==> src/rtl/iboard_start_sequencer.sv <==
// Interface-board power-up/start sequencer: chip reset hold, TAP reset, host passthrough and
// host-requested start pulses on the shared TMS_SYSSTART line.
module iboard_start_sequencer #(
  parameter int unsigned RST_CYCLES = 256,
  parameter int unsigned TLR_CLOCKS = 5,
  parameter int unsigned TCK_DIV    = 4,
  parameter int unsigned START_LEN  = 4,
  parameter int unsigned CNT_W      = 9
) (
  input  logic       CLK,
  input  logic       ARESET_L33,
  input  logic       SYSSTART33,
  input  logic       TMS33,
  input  logic       TCK33,
  input  logic       TDI33,
  output logic       ARESET_L,
  output logic       TMS_SYSSTART,
  output logic       TCK,
  output logic       TDI,
  output logic       BUSY,
  output logic [2:0] STATE
);

  localparam int unsigned DivW = (TCK_DIV > 1) ? $clog2(TCK_DIV) : 1;
  localparam logic [CNT_W-1:0] RstLast   = CNT_W'(RST_CYCLES - 1);
  localparam logic [CNT_W-1:0] TlrLast   = CNT_W'(TLR_CLOCKS - 1);
  localparam logic [CNT_W-1:0] StartLast = CNT_W'(START_LEN - 1);
  localparam logic [DivW-1:0]  DivLast   = DivW'(TCK_DIV - 1);

  typedef enum logic [2:0] {
    StResetHold = 3'd0,
    StTapReset  = 3'd1,
    StIdle      = 3'd2,
    StStart     = 3'd3,
    StStartWait = 3'd4
  } state_e;

  state_e           state_q, state_d;
  logic [CNT_W-1:0] cnt_q, cnt_d;
  logic [DivW-1:0]  div_q, div_d;
  logic             tck_q, tck_d;
  logic             tms_q, tms_d;
  logic             tdi_q, tdi_d;
  logic             areset_l_q, areset_l_d;
  logic             pending_q, pending_d;
  logic             s1_q, s2_q, s3_q;
  logic             rise;

  assign rise = s2_q & ~s3_q;

  always_ff @(posedge CLK or negedge ARESET_L33) begin
    if (!ARESET_L33) begin
      state_q    <= StResetHold;
      cnt_q      <= '0;
      div_q      <= '0;
      tck_q      <= 1'b0;
      tms_q      <= 1'b0;
      tdi_q      <= 1'b0;
      areset_l_q <= 1'b0;
      pending_q  <= 1'b0;
      s1_q       <= 1'b0;
      s2_q       <= 1'b0;
      s3_q       <= 1'b0;
    end else begin
      state_q    <= state_d;
      cnt_q      <= cnt_d;
      div_q      <= div_d;
      tck_q      <= tck_d;
      tms_q      <= tms_d;
      tdi_q      <= tdi_d;
      areset_l_q <= areset_l_d;
      pending_q  <= pending_d;
      s1_q       <= SYSSTART33;
      s2_q       <= s1_q;
      s3_q       <= s2_q;
    end
  end

  always_comb begin
    state_d    = state_q;
    cnt_d      = cnt_q;
    div_d      = div_q;
    tck_d      = 1'b0;
    tms_d      = 1'b0;
    tdi_d      = 1'b0;
    areset_l_d = 1'b1;
    // Only one request is queued; extra rises simply re-set the same flag.
    pending_d  = pending_q | rise;
    unique case (state_q)
      StResetHold: begin
        areset_l_d = 1'b0;
        cnt_d      = cnt_q + 1'b1;
        if (cnt_q == RstLast) begin
          state_d    = StTapReset;
          cnt_d      = '0;
          div_d      = '0;
          areset_l_d = 1'b1;
          tms_d      = 1'b1;
        end
      end
      StTapReset: begin
        tms_d = 1'b1;
        tck_d = tck_q;
        if (div_q == DivLast) begin
          div_d = '0;
          tck_d = ~tck_q;
          // cnt_q counts TCK falling edges here.
          if (tck_q) begin
            if (cnt_q == TlrLast) begin
              state_d = StIdle;
              cnt_d   = '0;
              tck_d   = 1'b0;
              tms_d   = 1'b0;
            end else begin
              cnt_d = cnt_q + 1'b1;
            end
          end
        end else begin
          div_d = div_q + 1'b1;
        end
      end
      StIdle: begin
        if (rise || pending_q) begin
          state_d   = StStart;
          pending_d = 1'b0;
          cnt_d     = '0;
          tms_d     = 1'b1;
        end
      end
      StStart: begin
        tms_d = 1'b1;
        cnt_d = cnt_q + 1'b1;
        if (cnt_q == StartLast) begin
          state_d = StStartWait;
          cnt_d   = '0;
          tms_d   = 1'b0;
        end
      end
      StStartWait: begin
        if (!s2_q) state_d = StIdle;
      end
      default: begin
        state_d    = StResetHold;
        cnt_d      = '0;
        div_d      = '0;
        areset_l_d = 1'b0;
      end
    endcase
  end

  // Mux select is the registered state, so passthrough only switches at a state edge.
  assign TCK          = (state_q == StIdle) ? TCK33 : tck_q;
  assign TDI          = (state_q == StIdle) ? TDI33 : tdi_q;
  assign TMS_SYSSTART = (state_q == StIdle) ? TMS33 : tms_q;
  assign ARESET_L     = areset_l_q;
  assign BUSY         = (state_q != StIdle);
  assign STATE        = state_q;

endmodule

==> config.mk <==
export PLATFORM = sky130hd
export DESIGN_NAME = iboard_start_sequencer
export DESIGN_NICKNAME = d
export VERILOG_FILES = /design/src/rtl/iboard_start_sequencer.sv
export SDC_FILE = /design/constraint.sdc
export NUM_CORES = 1
export LEC_CHECK = 0
export CORE_UTILIZATION = 40
export DETAILED_ROUTE_END_ITERATION = 10
export PLACE_DENSITY = 0.72
export SYNTH_ARGS = -nofsm -noshare
export SYNTH_HDL_FRONTEND = slang
export SYNTH_SLANG_ARGS = --single-unit
==> constraint.sdc <==
create_clock -name CLK -period 3.5 [get_ports CLK]
set_input_delay 0.7 -clock CLK [delete_from_list [all_inputs] [get_ports CLK]]
set_output_delay 0.7 -clock CLK [all_outputs]
set_load 0.05 [all_outputs]
Yosys cells after proc, flatten, opt, wreduce, memory -nomap -nowiden
Cells that the tools add are included.

word-level totals
  register bits = 21
  input port bits = 6
  output and inout bits = 8
  logic and storage cells = 76

cells by class
  $add $sub $neg = 2
  equality and inequality tests = 16
  muxes and demuxes = 35
  bitwise gates (word level) = 6
  reductions and logical operators = 7

operators by type and width
  kind                   number
  $mux W9                6
  $pmux W9 S5            1
  $mux W3                7
  $mux W1                15
  $pmux W3 S5            1
  $ne A2 B2 Y1 const B   7
  $add A9 B1 Y9 const B  1
  $eq A9 B2 Y1 const B   1
  $eq A9 B3 Y1 const B   1
  $eq A9 B8 Y1 const B   1
  $reduce_and A7 Y1      1
  $eq A3 B2 Y1 const B   2
  $pmux W2 S3            1
  $mux W2                2
  $not A1 Y1             4
  $pmux W1 S4            1
  $reduce_and A4 Y1      1
  $reduce_or A4 Y1       1
  $eq A3 B1 Y1 const B   1
  $eq A3 B3 Y1 const B   1
  $logic_not A3 Y1       1
  $ne A3 B2 Y1 const B   1
  $reduce_or A3 Y1       1
  $add A2 B1 Y2 const B  1
  other kinds (6)        6

Logic depth before layout (Yosys ltp)
Gate-level depths: netlist of the first run.

  word-level depth = 5
  gate-level depth with buffers = 10
  depth with buffers taken out = 10

Least setup slack after synthesis of the first run
Ideal clock, no wire load.

  path type = reg-to-output
  from = register state_q[2] (netlist: STATE[2])
  to = output port TCK
  arrival = 1.731 ns
  data required time = 2.800 ns
  path slack = 1.069 ns
  cell stages (with the launch flop) = 5
  buffers on the path = 1
  path through = dfrtp_1 -> buf_2 -> nor2b_1 -> nor2b_1 -> mux2_2

between the ends
  cells in the longest elaborated chain, start to end = 2

ends and longest elaborated chain
  item                      RTL line  source
  start: declaration        38        state_e state_q, state_d;
  start signal: assignment  53        state_q <= StResetHold;
  start signal: assignment  65        state_q <= state_d;
  $eq A3 B2 Y1              152       assign TCK = (state_q == StIdle) ? TCK33 : tck_q;
  $mux W1                   152
  end: declaration          18        output logic TCK,

Every way passes these cells.

Worst setup path in the final report of the first run
  from = register state_q[1] (netlist: STATE[1])
  to = output port TMS_SYSSTART

between the ends
  cells in the longest elaborated chain, start to end = 2

ends and longest elaborated chain
  item              RTL line  source
  $eq A3 B2 Y1      154       assign TMS_SYSSTART = (state_q == StIdle) ? TMS33 : tms_q;
  $mux W1           154
  end: declaration  17        output logic TMS_SYSSTART,

Every way passes these cells.

==> results of run 1 <==
## placed cells by master, fill, tap and decap left out
master	count
a211oi_1	2
a21o_1	4
a21oi_1	9
a22o_1	5
a311oi_1	2
a31oi_1	1
and2b_1	1
and3_1	6
buf_4	1
clkbuf_4	3
clkdlybuf4s50_1	13
clkinv_2	1
dfrtp_1	21
ha_1	5
inv_1	10
mux2_2	2
mux2i_1	1
nand2_1	8
nand2_4	1
nand2b_1	1
nand3_1	7
nand3b_1	1
nand4_1	1
nor2_1	11
nor2b_1	3
nor3_1	4
o211ai_1	1
o21ai_0	6
o21bai_1	2
o221ai_4	1
o22ai_1	1
o2bb2ai_1	1
o311ai_1	1
o31ai_1	1
or3b_1	1
or4_4	1
xnor2_1	1
## report_power, final
group | internal, mW | total (mW) | switching (mW)
registers | 0.244 | 0.245 | 0.000929
clock network | 0.0425 | 0.114 | 0.0717
logic | 0.00494 | 0.0101 | 0.00514
## flip-flops by register name, indices dropped and copies added, names as in the netlist
name and flops:
s2_q 1, pending_q 1, div_q 2, cnt_q 9
tms_q 1, STATE 3, s1_q 1, s3_q 1
ARESET_L 1, tck_q 1
## metal layers
layer | part of all wire | wire [um] | global-route usage | vias up
met5 | 0 | 0 | 0 | -
met4 | 0 | 0 | 0.01045 | 0
met3 | 0.038 | 89 | 0.03456 | 0
met2 | 0.47 | 1096 | 0.2706 | 14
met1 | 0.49 | 1162 | 0.2240 | 466
li1 | - | - | - | 489
## worst max path at each step
stage                    startpoint            to  slack (ns)  cells after the start
3_5_place_dp   STATE[1]$_DFFE_PN0P_           TCK        0.57                      4
4_1_cts        STATE[1]$_DFFE_PN0P_  TMS_SYSSTART        0.20                      4
2_1_floorplan  STATE[2]$_DFFE_PN0P_           TCK        1.07                      4
5_1_grt        STATE[1]$_DFFE_PN0P_           TCK        0.07                      4
3_3_place_gp   STATE[1]$_DFFE_PN0P_           TCK        0.60                      4
6_report       STATE[1]$_DFFE_PN0P_  TMS_SYSSTART        0.21                      4
## logic make-up (layout without fill, tap and decap cells)
kind of cell | Yosys count | in the layout | share of synthesized area
and+or+nand+nor | 46 | 46 | 0.2002
xor gates and xnor gates | 1 | 1 | 0.007263
AOI/OAI and AO/OA | 37 | 37 | 0.2220
muxes | 3 | 3 | 0.02697
DFF | 21 | 21 | 0.4357
adders and majority gates | 5 | 5 | 0.05187
buffers and inverters | 16 | 28 | 0.05602
## worst register-to-register path, stage by stage (launching register included)
cell and delay [ns]:
dfrtp_1 0.45, ha_1 0.27, and3_1 0.21, and3_1 0.17, and3_1 0.19, ha_1 0.24, nor2_1 0.19, o221ai_4 0.14
a21oi_1 0.42, a22o_1 0.22
## cell type report
type,instances,area share
clock buffers,3,0.01632
clock inverters,1,0.003626
inverters,10,0.02720
multi-input cells,92,0.4442
flip-flops and latches,21,0.3808
well taps,31,0.02811
repair buffers,14,0.09973
## stage by stage
| stage | hold WS, ns | util |
|---|---|---|
| after global placement | 0.3319 | 0.4822 |
| after floorplan | 0.3312 | - |
| after global routing | 0.3856 | 0.4920 |
| after CTS | 0.3771 | 0.4920 |
| after detailed placement | 0.3464 | 0.4822 |
| final | 0.3691 | 0.4920 |
==> results.rst, run 1 <==
.. list-table::
   :header-rows: 1

   * - Metric
     - Value
   * - Status
     - finished with violations
   * - Violated checks
     - DRC
   * - DP Area
     - 1353 sq um
   * - Floorplan die area
     - 3239 sq um
   * - Power Total
     - 0.3695 mW
   * - Standby leakage power
     - 0.5993 nW
   * - Number of distinct library cells after synthesis
     - 36
   * - Power per unit of standard cell area
     - 267.7 nW/um^2
   * - Number of instances resized during post-cts repair
     - 0
   * - Number of placed instances, taps included
     - 168
   * - Width of the die
     - 56.91 um
   * - Hold Path Origin
     - s1_q$_DFF_PN0_
   * - Final GP Congestion
     - 0.7731
   * - Layout Nets
     - 153
   * - Number of synthesis warnings
     - 0
   * - Chain of cells forming the critical path
     - nor2b_1 > nor2b_1 > mux2_2 > clkdlybuf4s50_1
   * - VDD IR-drop max
     - 0.1961 mV
   * - Setup slack of the most critical reg-to-reg path
     - 0.95 ns
   * - Antenna cells
     - 0
   * - Number of synthesized flops with an enable pin
     - 0
   * - Pin count of the biggest net entering global routing
     - 22
   * - Clock latency of the later-clocked register in the worst-skew pair
     - 0.30 ns
   * - CP max-delay cell
     - clkdlybuf4s50_1
   * - Number of buffers inserted by port buffering
     - 13
   * - Number of storage elements in the synthesis netlist
     - 21
   * - Ratio of routed vias to standard cells
     - 5.634
   * - Max Clk Rate
     - 303.7 MHz
   * - Library cell with the highest instance count after synthesis
     - dfrtp_1
   * - Combined area of the multi-input logic cells
     - 613.1 sq um
   * - Crit path buf inv count
     - 1
   * - Routed Wire Length
     - 2348 um
   * - Maximum cell stage delay along the critical path
     - 0.70 ns
   * - Initial DRC count
     - 48
   * - Max Slew Vio Count
     - 0
   * - Initial antenna violation count
     - 0
   * - Drt wl/cell
     - 13.65 um
   * - Gate Count Post-Synth
     - 129
   * - Final number of setup-violating endpoints
     - 0
   * - Number of post-CTS setup repair buffers
     - 0
   * - Fraction of layout cells with a size suffix above 1
     - 0.07092
   * - Actual transition at the worst max-transition pin
     - 0.9211 ns
   * - Number of hold-slack violations in the final timing report
     - 0
   * - Finished layout cell area
     - 1380 sq um
   * - Top cells by instance count after synthesis
     - dfrtp_1 (21), nor2_1 (11), inv_1 (10), a21oi_1 (9), nand2_1 (8)
   * - Sequential cell area in the final layout
     - 525.5 sq um
   * - Max-cap viol count
     - 0
   * - Placeable core region
     - 2805 sq um
   * - DRT antenna net count
     - 0
   * - CTS tree
     - yes
   * - Wire length of the first global-routing pass
     - 4126 um
   * - Critical path capture point type
     - primary output
   * - Effective utilization at floorplan
     - 0.4300
   * - Area of the mapped netlist
     - 1206 sq um
   * - Share of synthesized flip-flops with an asynchronous set or reset
     - 1.000
   * - Seq/Total Area, Yosys
     - 0.4357
   * - Crit-path leading delay family
     - buffers and inverters
   * - Clk sink count
     - 21
   * - Worst r2r path cells
     - 9
   * - Top cells by area in the synthesized netlist
     - dfrtp_1 (44%), ha_1 (5.2%), a21oi_1 (3.7%), a22o_1 (3.6%), nor2_1 (3.4%)
   * - Hold WC Path Type
     - register to register
   * - Leading area contributor after synthesis
     - dfrtp_1
   * - CP startpoint kind
     - register
   * - Clock root buffer master
     - clkbuf_4
   * - Total vias in the final route
     - 969
   * - Syn avg cell area
     - 9.350 sq um
   * - IO Pins
     - 14
   * - Clock edge transition at the registers on the reported setup and hold paths
     - 0.11 ns
   * - Number of detailed-routing iterations run before antenna repair
     - 7
   * - HPWL after detailed placement
     - 1720 um
   * - Worst setup timing slack at the placement stage
     - 0.5657 ns
   * - Worst reg2reg endpoint
     - cnt_q[4]$_DFFE_PN0P_
   * - Cell occurring most often along the worst timing path
     - nor2b_1
   * - Final global-route overflow total
     - 0
   * - Setup TNS
     - 0 ns
   * - Maximum clock insertion buffer count
     - 2
   * - P&R area growth vs syn
     - 14.42%
   * - Hold-fix buffers, CTS
     - 0
   * - Area fraction of the dominant cell type after synthesis
     - 0.4357
   * - Hold Path Stages
     - 0
   * - Reg2reg start
     - cnt_q[0]$_DFFE_PN0P_
   * - Data arrival, critical path
     - 2.59 ns
   * - Setup ws final
     - 0.2077 ns
   * - Crit Path Max Fanout
     - 16
   * - DRC violations left
     - 4
   * - Final Cycle Share
     - 0.9407
   * - GRT Resource Usage Total
     - 0.1610
   * - Clock Skews
     - 0.001017 ns
   * - Critical path class
     - register to primary output
   * - Num CTS Buffers
     - 3
   * - RSZ-0062 raised after global routing
     - false
   * - Net Count, Synth
     - 140
   * - Placement row count
     - 19
   * - Crit path required time
     - 2.80 ns
   * - Hold Crit Endpoint
     - s2_q$_DFF_PN0_
   * - Non-Filler Instances
     - 172
   * - H-tree Lvls
     - 1
   * - Vias in the first global route
     - 918
   * - Filler cell count in the final layout
     - 273
   * - Normalized max-slew margin
     - 0.3840
   * - Die Height
     - 56.91 um
   * - Min Tclk post-route
     - 3.292 ns
   * - Primary flip-flop cell chosen by synthesis mapping
     - dfrtp_1
No activity file was read; power rests on OpenSTA's default activity.
==> run 2: changes to the inputs <==
- CAP_MARGIN: unset -> 10
- CORE_UTILIZATION: 40 -> 30
- PLACE_DENSITY: 0.72 -> 0.6
==> run 2 against run 1 <==
The flow now finishes without violations. Clock power grew 44%. Sequential cell count unchanged. Final cell count increased by 10%. Via count up 2.1%. Critical path type unchanged. Critical endpoint unchanged.
==> results.rst, run 2 (synthesis gave the netlist of run 1 again) <==
.. list-table::
   :header-rows: 1

   * - Metric
     - Value
   * - Vias in the first global route
     - 980
   * - Floorplan die area
     - 4278 sq um
   * - Standby leakage power
     - 0.6088 nW
   * - Fraction of layout cells with a size suffix above 1
     - 0.07746
   * - Clock root buffer master
     - clkbuf_8
   * - Number of buffers inserted by port buffering
     - 13
   * - Clk sink count
     - 21
   * - GRT Resource Usage Total
     - 0.1411
   * - Number of post-CTS setup repair buffers
     - 0
   * - Power per unit of standard cell area
     - 293.4 nW/um^2
   * - Setup TNS
     - 0 ns
   * - Wire length of the first global-routing pass
     - 4629 um
   * - Clock edge transition at the registers on the reported setup and hold paths
     - 0.08 ns
   * - Data arrival, critical path
     - 2.44 ns
   * - Max-cap viol count
     - 0
   * - Crit-path leading delay family
     - buffers and inverters
   * - Crit path buf inv count
     - 1
   * - Num CTS Buffers
     - 3
   * - Critical path capture point type
     - primary output
   * - Min Tclk post-route
     - 3.136 ns
   * - Worst hold slack
     - 0.3727 ns
   * - Pin count of the biggest net entering global routing
     - 22
   * - Crit Path Max Fanout
     - 11
   * - Final number of setup-violating endpoints
     - 0
   * - DRT antenna net count
     - 0
   * - Layout Nets
     - 154
   * - Max Clk Rate
     - 318.9 MHz
   * - Final Cycle Share
     - 0.8960
   * - Number of detailed-routing iterations run before antenna repair
     - 4
   * - Maximum clock insertion buffer count
     - 2
   * - CTS tree
     - yes
   * - Clock Skews
     - 0.001263 ns
   * - Worst r2r path cells
     - 9
   * - Antenna cells
     - 0
   * - Filler cell count in the final layout
     - 382
   * - Worst setup timing slack at the placement stage
     - 0.6653 ns
   * - Total vias in the final route
     - 989
   * - Max reg flops
     - 9
   * - Initial DRC count
     - 28
   * - Number of instances resized during post-cts repair
     - 0
   * - Setup slack of the most critical reg-to-reg path
     - 0.90 ns
   * - Actual transition at the worst max-transition pin
     - 0.9402 ns
   * - H-tree Lvls
     - 1
   * - Final GP Congestion
     - 0.9062
   * - Crit path required time
     - 2.80 ns
   * - Crit path depth
     - 4
   * - VDD IR-drop max
     - 0.2180 mV
   * - Setup ws final
     - 0.3642 ns
   * - Hold WC Path Type
     - register to register
   * - Die Height
     - 65.41 um
   * - Initial antenna violation count
     - 0
   * - Most frequent standard cell in the layout excluding fill and tap cells
     - dfrtp_1
   * - Utilization of the core after routing
     - 0.3792
   * - Hold-fix buffers, CTS
     - 0
   * - HPWL after detailed placement
     - 1935 um
   * - Chain of cells forming the critical path
     - nor2b_1 > nor2b_1 > mux2_2 > clkdlybuf4s50_1
   * - Power Total
     - 0.4196 mW
   * - Clock latency of the later-clocked register in the worst-skew pair
     - 0.26 ns
   * - Top library cells by usage in the layout, fill and taps aside
     - dfrtp_1 (21), clkdlybuf4s50_1 (13), nor2_1 (11)
   * - Register name with the most flops
     - cnt_q
   * - Maximum cell stage delay along the critical path
     - 0.70 ns
   * - Number of hold-slack violations in the final timing report
     - 0
   * - Ratio of routed vias to standard cells
     - 5.205
   * - Routed Wire Length
     - 2661 um
   * - Final global-route overflow total
     - 0
   * - Placement row count
     - 22
   * - Status
     - completed
   * - DRC violations left
     - 0
   * - P&R area growth vs syn
     - 18.57%
   * - CP max-delay cell
     - clkdlybuf4s50_1
   * - Cell occurring most often along the worst timing path
     - nor2b_1
   * - Critical path class
     - register to primary output
   * - Hold Path Stages
     - 0
   * - Normalized max-slew margin
     - 0.3712
   * - IO Pins
     - 14
   * - Drt wl/cell
     - 14.01 um
   * - Placeable core region
     - 3771 sq um
   * - Effective utilization at floorplan
     - 0.3198
   * - Max Slew Vio Count
     - 0
   * - CP startpoint kind
     - register
   * - RSZ-0062 raised after global routing
     - false
   * - Width of the die
     - 65.41 um
run 2: cell count changes in the layout (fill, tap and decap cells not counted):
cell,previous run,this run
clkinv_2,1,0
buf_4,1,2
clkbuf_8,0,3
clkinvlp_4,0,1
clkbuf_4,3,0
run 2: cell type report:
cell class | count | area, sq um | area share
Clock buffer | 3 | 41.29 | 0.02887
Clock inverter | 1 | 7.507 | 0.005249
Inverter | 10 | 37.54 | 0.02625
Multi-Input combinational cell | 92 | 613.1 | 0.4287
Sequential cell | 21 | 525.5 | 0.3675
Tap cell | 48 | 60.06 | 0.04199
Timing Repair Buffer | 15 | 145.1 | 0.1015
run 2: path summary, 6_finish.rpt:
kind / startpoint / end
setup / recovery: STATE[2]$_DFFE_PN0P_ / TMS_SYSSTART
hold / removal: s1_q$_DFF_PN0_ / s2_q$_DFF_PN0_
setup reg to reg: cnt_q[0]$_DFFE_PN0P_ / cnt_q[3]$_DFFE_PN0P_
hold reg to reg: s1_q$_DFF_PN0_ / s2_q$_DFF_PN0_
max in group asynchronous: ARESET_L33 / STATE[2]$_DFFE_PN0P_
min in group asynchronous: ARESET_L33 / s2_q$_DFF_PN0_
run 2: power by group:
group / switching (mW) / internal (mW) / leakage [nW]
Clock: 0.0836 / 0.0804 / 0.0217
Sequential: 0.00115 / 0.244 / 0.267
Combinational: 0.00535 / 0.00496 / 0.320
Total: 0.0901 / 0.329 / 0.609
run 2: stage by stage:
stage / cells / instance area [sq um]
final: 190 / 1430
after global routing: 190 / 1430
after CTS: 190 / 1430
after detailed placement: 186 / 1381
after global placement: 186 / 1381
after floorplan: 129 / 1206
run 2: routing by layer:
metal / part of all wire / wire length [um] / vias to the layer above / global-route usage
li1: - / - / 486 / -
met1: 0.50 / 1332 / 492 / 0.1921
met2: 0.47 / 1249 / 9 / 0.2255
met3: 0.024 / 64 / 2 / 0.02431
met4: 0.0053 / 14 / 0 / 0.04620
met5: 0 / 0 / - / 0
==> run 3: changes to the inputs <==
- GPL_ROUTABILITY_DRIVEN: unset -> 0
==> results of run 3 <==
The final DEF is identical to that of run 2; final timing and power are the same.
